===== src/rtl/bin2ascii_dabble_pkg.sv =====
// Shared constants, FSM state type and helpers for the binary-to-ASCII LCD field path.
package lcd_pkg;

   localparam logic [7:0] ASCII_ZERO  = 8'h30;
   localparam logic [7:0] ASCII_NINE  = 8'h39;
   localparam logic [7:0] ASCII_SPACE = 8'h20;

   typedef enum logic [1:0] {
      IDLE   = 2'd0,
      SHIFT  = 2'd1,
      FORMAT = 2'd2,
      DONE   = 2'd3
   } state_t;

   // Elaboration-time power of ten; used only to build constant compare limits.
   function automatic logic [63:0] pow10(input int n);
      logic [63:0] r;
      r = 64'd1;
      for (int i = 0; i < n; i++) begin
         r = r * 64'd10;
      end
      return r;
   endfunction

endpackage


===== src/rtl/bin2ascii_dabble_if.sv =====
// Request/result bundle between a sample source and the bin2ascii_dabble converter.
interface bin2ascii_dabble_if #(
   parameter int IN_W   = 20,
   parameter int DIGITS = 6
);
   logic [IN_W-1:0]       bin_in;
   logic                  start;
   logic                  busy;
   logic                  done;
   logic [8*DIGITS-1:0]   ascii_out;
   logic                  overflow;

   modport master (
      output bin_in, start,
      input  busy, done, ascii_out, overflow
   );

   modport slave (
      input  bin_in, start,
      output busy, done, ascii_out, overflow
   );
endinterface


===== src/rtl/bin2ascii_dabble_adj3.sv =====
// One double-dabble correction cell: a BCD nibble of 5 or more gets +3 before the shift.
module dabble_adj3 (
   input  logic [3:0] nib,
   output logic [3:0] adj
);
   assign adj = (nib >= 4'd5) ? nib + 4'd3 : nib;
endmodule


===== src/rtl/bin2ascii_dabble.sv =====
// Iterative double-dabble binary to fixed-width ASCII decimal field for the LCD driver.
// Optional: define BIN2ASCII_LEADING_BLANK_EN to replace leading zeros with spaces.
module bin2ascii_dabble
   import lcd_pkg::*;
#(
   parameter int IN_W   = 20,
   parameter int DIGITS = 6
) (
   input  logic               clk_5ms,
   input  logic               rst_n,
   bin2ascii_dabble_if.slave  bus
);
   localparam int BCD_W = 4 * DIGITS;
   localparam int OUT_W = 8 * DIGITS;
   localparam int CNT_W = $clog2(IN_W + 1);
   localparam logic [63:0] LIMIT = pow10(DIGITS) - 64'd1;

   state_t                  state_reg, state_next;
   logic [IN_W-1:0]         bin_reg;
   logic [BCD_W-1:0]        bcd_reg;
   logic [BCD_W-1:0]        bcd_adj;
   logic [CNT_W-1:0]        cnt_reg;
   logic                    ovf_pend_reg;
   logic [OUT_W-1:0]        ascii_reg;
   logic [OUT_W-1:0]        ascii_fmt;
   logic                    ovf_reg;
   logic                    busy_c;
   logic                    done_c;
   logic [BCD_W+IN_W-1:0]   shift_next;

   generate
      for (genvar gi = 0; gi < DIGITS; gi++) begin : g_adj
         dabble_adj3 u_adj (
            .nib (bcd_reg[4*gi +: 4]),
            .adj (bcd_adj[4*gi +: 4])
         );
      end
   endgenerate

   assign shift_next = {bcd_adj, bin_reg} << 1;

   always_ff @(posedge clk_5ms or negedge rst_n) begin
      if (!rst_n) begin
         state_reg <= IDLE;
      end else begin
         state_reg <= state_next;
      end
   end

   always_comb begin
      state_next = state_reg;
      busy_c     = 1'b0;
      done_c     = 1'b0;
      case (state_reg)
         IDLE: begin
            if (bus.start) begin
               state_next = SHIFT;
            end
         end
         SHIFT: begin
            busy_c = 1'b1;
            if (cnt_reg == CNT_W'(1)) begin
               state_next = FORMAT;
            end
         end
         FORMAT: begin
            busy_c     = 1'b1;
            state_next = DONE;
         end
         DONE: begin
            busy_c     = 1'b1;
            done_c     = 1'b1;
            state_next = IDLE;
         end
         default: state_next = IDLE;
      endcase
   end

   always_comb begin
`ifdef BIN2ASCII_LEADING_BLANK_EN
      logic lead;
`endif
      ascii_fmt = '0;
      for (int i = 0; i < DIGITS; i++) begin
         ascii_fmt[8*i +: 8] = ASCII_ZERO + {4'h0, bcd_reg[4*i +: 4]};
      end
`ifdef BIN2ASCII_LEADING_BLANK_EN
      // Digit 0 is never blanked so a zero value still shows one numeral.
      lead = 1'b1;
      for (int i = DIGITS - 1; i > 0; i--) begin
         if (lead && (bcd_reg[4*i +: 4] == 4'h0)) begin
            ascii_fmt[8*i +: 8] = ASCII_SPACE;
         end else begin
            lead = 1'b0;
         end
      end
`endif
      if (ovf_pend_reg) begin
         ascii_fmt = {DIGITS{ASCII_NINE}};
      end
   end

   always_ff @(posedge clk_5ms or negedge rst_n) begin
      if (!rst_n) begin
         bin_reg      <= '0;
         bcd_reg      <= '0;
         cnt_reg      <= '0;
         ovf_pend_reg <= 1'b0;
         ascii_reg    <= {DIGITS{ASCII_ZERO}};
         ovf_reg      <= 1'b0;
      end else begin
         case (state_reg)
            IDLE: begin
               if (bus.start) begin
                  bin_reg      <= bus.bin_in;
                  bcd_reg      <= '0;
                  cnt_reg      <= CNT_W'(IN_W);
                  ovf_pend_reg <= (64'(bus.bin_in) > LIMIT);
               end
            end
            SHIFT: begin
               {bcd_reg, bin_reg} <= shift_next;
               cnt_reg            <= cnt_reg - CNT_W'(1);
            end
            FORMAT: begin
               // Results land together with the done pulse; no partial field is ever visible.
               ascii_reg <= ascii_fmt;
               ovf_reg   <= ovf_pend_reg;
            end
            default: ;
         endcase
      end
   end

   assign bus.busy      = busy_c;
   assign bus.done      = done_c;
   assign bus.ascii_out = ascii_reg;
   assign bus.overflow  = ovf_reg;

endmodule


===== src/flat_wrapper.sv =====
// flat-port wrapper written by rule: the top's interface ports become plain ports
module bin2ascii_dabble_flat import lcd_pkg::*;
#(
   parameter int IN_W   = 20,
   parameter int DIGITS = 6
)
  (clk_5ms, rst_n, bus_bin_in, bus_start, bus_busy, bus_done, bus_ascii_out, bus_overflow);
  bin2ascii_dabble_if #(.IN_W(IN_W), .DIGITS(DIGITS)) bus_i ();
  input  logic clk_5ms;
  input  logic rst_n;
  input wire logic [$bits(bus_i.bin_in)-1:0] bus_bin_in;
  input wire logic [$bits(bus_i.start)-1:0] bus_start;
  output wire logic [$bits(bus_i.busy)-1:0] bus_busy;
  output wire logic [$bits(bus_i.done)-1:0] bus_done;
  output wire logic [$bits(bus_i.ascii_out)-1:0] bus_ascii_out;
  output wire logic [$bits(bus_i.overflow)-1:0] bus_overflow;
  assign bus_i.bin_in = bus_bin_in;
  assign bus_i.start = bus_start;
  assign bus_busy = bus_i.busy;
  assign bus_done = bus_i.done;
  assign bus_ascii_out = bus_i.ascii_out;
  assign bus_overflow = bus_i.overflow;
  bin2ascii_dabble #(.IN_W(IN_W), .DIGITS(DIGITS)) u_core (.clk_5ms(clk_5ms), .rst_n(rst_n), .bus(bus_i));
endmodule

===== config.mk =====
export PLATFORM = sky130hd
export DESIGN_NAME = bin2ascii_dabble_flat
export DESIGN_NICKNAME = d
export VERILOG_FILES = /design/src/rtl/bin2ascii_dabble_pkg.sv /design/src/rtl/bin2ascii_dabble_if.sv /design/src/rtl/bin2ascii_dabble_adj3.sv /design/src/rtl/bin2ascii_dabble.sv /design/src/flat_wrapper.sv
export SDC_FILE = /design/constraint.sdc
export NUM_CORES = 1
export LEC_CHECK = 0
export BUFFER_PORTS_ARGS = -buffer_cell sky130_fd_sc_hd__buf_2
export CELL_PAD_IN_SITES_DETAIL_PLACEMENT = 0
export CELL_PAD_IN_SITES_GLOBAL_PLACEMENT = 1
export CORE_UTILIZATION = 37
export DETAILED_ROUTE_END_ITERATION = 7
export GPL_ROUTABILITY_DRIVEN = 0
export GPL_TIMING_DRIVEN = 0
export MAX_ROUTING_LAYER = met4
export PLACE_DENSITY_LB_ADDON = 0.25
export SETUP_SLACK_MARGIN = 0.4
export SYNTH_ARGS = -nofsm -noshare
export SYNTH_HDL_FRONTEND = slang
export SYNTH_SLANG_ARGS = --single-unit

===== constraint.sdc =====
create_clock -name clk_5ms -period 3.4 [get_ports clk_5ms]
set_input_delay 0.68 -clock clk_5ms [delete_from_list [all_inputs] [get_ports clk_5ms]]
set_output_delay 0.68 -clock clk_5ms [all_outputs]
set_load 0.005 [all_outputs]

==> summary.txt <==
Setup path
  – Crit path required time: 2720 ps
  – Arrival time at the worst endpoint: 1800 ps
  – Crit start category: register
  – RR Endpoint: u_core.bcd_reg[14]
  – Critical path endpoint category: output port
  – Worst r2r src: u_core.state_reg[1]
  – Worst Reg-to-Reg Cells: 7
  – Reg2Reg Setup Slack: between 1000 and 1500 ps
  – Setup Crit Path Kind: register to output port
  – Worst-path fanout max: 10

Hold path
  – Hold WC Path Type: input pin to async pin

Logic synthesis
  – Sequential fraction of the synthesis area: 0.479
  – Synth warn: 0
  – Synth cell types: 38
  – Ys async rst share: 1.00
  – Post-synth EDFFs: 0
  – Post-Synthesis Cells: ~410
  – Mapped Area: 0.00402 sq mm
  – FF+latch count, synth: 77
  – Post-Syn Area per Cell: 9.85 sq um
  – Ys flop type: dfrtp_1

Place
  – Dpl hpwl: about 6.3 mm
  – Port Buffer Count: around 50

Cells and area
  – Commonest non-fill, non-tap cells in the layout: 77 x dfrtp_1, 56 x buf_2, 37 x o21ai_0
  – Fillers: roughly 1100
  – Sequential cell area: between 0.0015 and 0.002 sq mm
  – Footprint of the multi-input gates: 0.00176 sq mm
  – Final nets: 532
  – Antenna diodes: 0
  – Area Overhead vs Synth: 18.5%
  – Share of post-route cells with drive strength above 1: 0.228
  – Leading cell type in the layout, fill and taps excluded: dfrtp_1

Power
  – Max VDD drop: between 0.0003 and 0.0004 V
  – Lkg Pwr: around 2.1 nW
  – Flop pwr share: 0.380
  – Net Sw Power: about 1.7 mW
  – Sw frac: 0.407
  – Gate power share: 0.430
  – PwrDens: approximately 870 mW/mm^2
  – P_int: ~2.5 mW
  – Clk pwr share: 0.189

CTS
  – Max clock buf depth: 2
  – Setup Buffers After CTS: 0
  – Clock Latency Late Sink: between 300 and 400 ps
  – Root Buffer: clkbuf_8
  – # clock sinks: between 70 and 80
  – Htree depth: 3
  – Cts repair resizes: 0
  – CTS clk-pin slew, worst paths: ~80 ps
  – Post-CTS Hold Buffers: 0
  – Inserted Clock Buffers: 9
  – CTS tree: yes

Timing
  – Fin. max-slew vios: 0
  – Max Fclk: a little over 0.4 GHz
  – Setup TNS: 0 ps
  – Skew final: about 14 ps
  – Worst Tran Pin Value: roughly 820 ps
  – Max-slew headroom: 0.453
  – Fin. Hold Viols: 0
  – Post-layout min period: 2480 ps
  – Tcrit/Tclk final: 0.728
  – Setup violations, final: 0
  – RSZ-0062 raised after global routing: no
  – Hold WS: 286 ps

Route
  – Via-to-Cell Ratio: between 5 and 6
  – Routed Antenna Nets: 0
  – Final Routed Wirelength: between 9 and 10 mm
  – Vias: around 3200
  – Initial drt markers: about 100
  – First-pass DRT Iterations: 4
  – Wire per inst: ~14 um
  – DR DRC count: 0

Die
  – IO Count: 74
  – Die width: between 100 and 150 um
  – Initial Utilization: 0.386
  – Die area: ~0.011 sq mm
  – Core Area: 0.0104 sq mm
  – Rows: 37
  – Die height: about 110 um

Run
  – Max cap viols: 0

Run status
  – Outcome: complete, no violations

GRT
  – Initial antenna violation count: 0
  – Total track usage: 0.177
  – Largest net degree at the start of global routing: 41
  – First-pass GRT wire length: 15.2 mm
  – Number of global-route vias before repair: 3019
  – Grt total ovfl: 0
-- cell families (layout without fill, tap and decap cells) --
logic type / after synthesis / in the layout / share of synthesized area
AO/OA/AOI/OAI: 127 / 127 / 0.196
XOR/XNOR: 14 / 14 / 0.0305
adder cells (fa/ha/maj): 18 / 18 / 0.0560
buffers and inverters: 79 / 145 / 0.102
flip-flops: 77 / 77 / 0.479
multiplexers: 10 / 10 / 0.0271
other: 2 / 24 / 0.00187
AND/OR/NAND/NOR: 81 / 81 / 0.107
-- metal layers --
metal	wire, um	part of all wire	GRT usage
met5	0	0	-
met3	439	0.048	0.0392
met1	4310	0.47	0.229
met2	4220	0.46	0.278
met4	115	0.013	0.0516
-- synthesized netlist by cell type, types with 7 or more instances --
cell type   n  share of area
buf_4      26          0.049
mux2_2      7          0.020
a21oi_1    35          0.044
o22ai_1    30          0.047
inv_1      30          0.028
clkbuf_1   12          0.011
nand2_1    11          0.010
o21ai_0    37          0.046
nand2b_1    7          0.011
xnor2_1     8          0.017
nand3b_1   23          0.043
buf_2       8          0.010
ha_1       18          0.056
nor2_1     32          0.030
dfrtp_1    77           0.48
-- critical path, cell delays in order (launching register included) --
cell      delay [ps]
dfrtp_1          420
inv_1            100
ha_1             160
buf_2            190
clkbuf_1         380
inv_1             70
buf_2            130
-- per-stage QoR --
stage	instances	instance area [sq um]	util	power (mW)	worst slack, ps
6_report	632	4760	0.457	4.15	924
3_5_place_dp	616	4540	0.436	3.39	1280
5_1_grt	632	4760	0.457	4.50	779
2_1_floorplan	430	4100	-	2.79	1640
4_1_cts	632	4760	0.457	4.20	880
3_3_place_gp	615	4520	0.434	3.34	1060
-- area by class of cell --
class | instances | area share
inverters | 31 | 0.0244
clock buffers | 10 | 0.0268
flip-flops and latches | 77 | 0.405
well taps | 136 | 0.0357
clock inverters | 6 | 0.0197
repair buffers | 50 | 0.0562
plain buffers | 48 | 0.0620
multi-input cells | 274 | 0.370
-- power by group through the flow --
| stage | clock network (mW) | logic [mW] | registers (mW) |
|---|---|---|---|
| 3_3_place_gp | 0 | 1.76 | 1.58 |
| 6_report | 0.786 | 1.79 | 1.58 |
| 3_5_place_dp | 0 | 1.80 | 1.59 |
| 5_1_grt | 0.851 | 2.02 | 1.63 |
| 4_1_cts | 0.814 | 1.81 | 1.58 |
| 2_1_floorplan | 0 | 1.25 | 1.54 |
-- worst max path at each step --
stage,start,to,slack [ps],depth (start not counted)
detailed placement,u_core.state_reg[0],bus_busy,1280,6
global route,u_core.state_reg[1],bus_busy,780,6
finish,u_core.state_reg[0],bus_busy,920,6
global placement,rst_n,u_core.bin_reg[12],1060,1
floorplan,u_core.state_reg[0],bus_busy,1640,5
CTS,u_core.state_reg[0],bus_busy,880,6
Power figures use the tool's default switching activity.
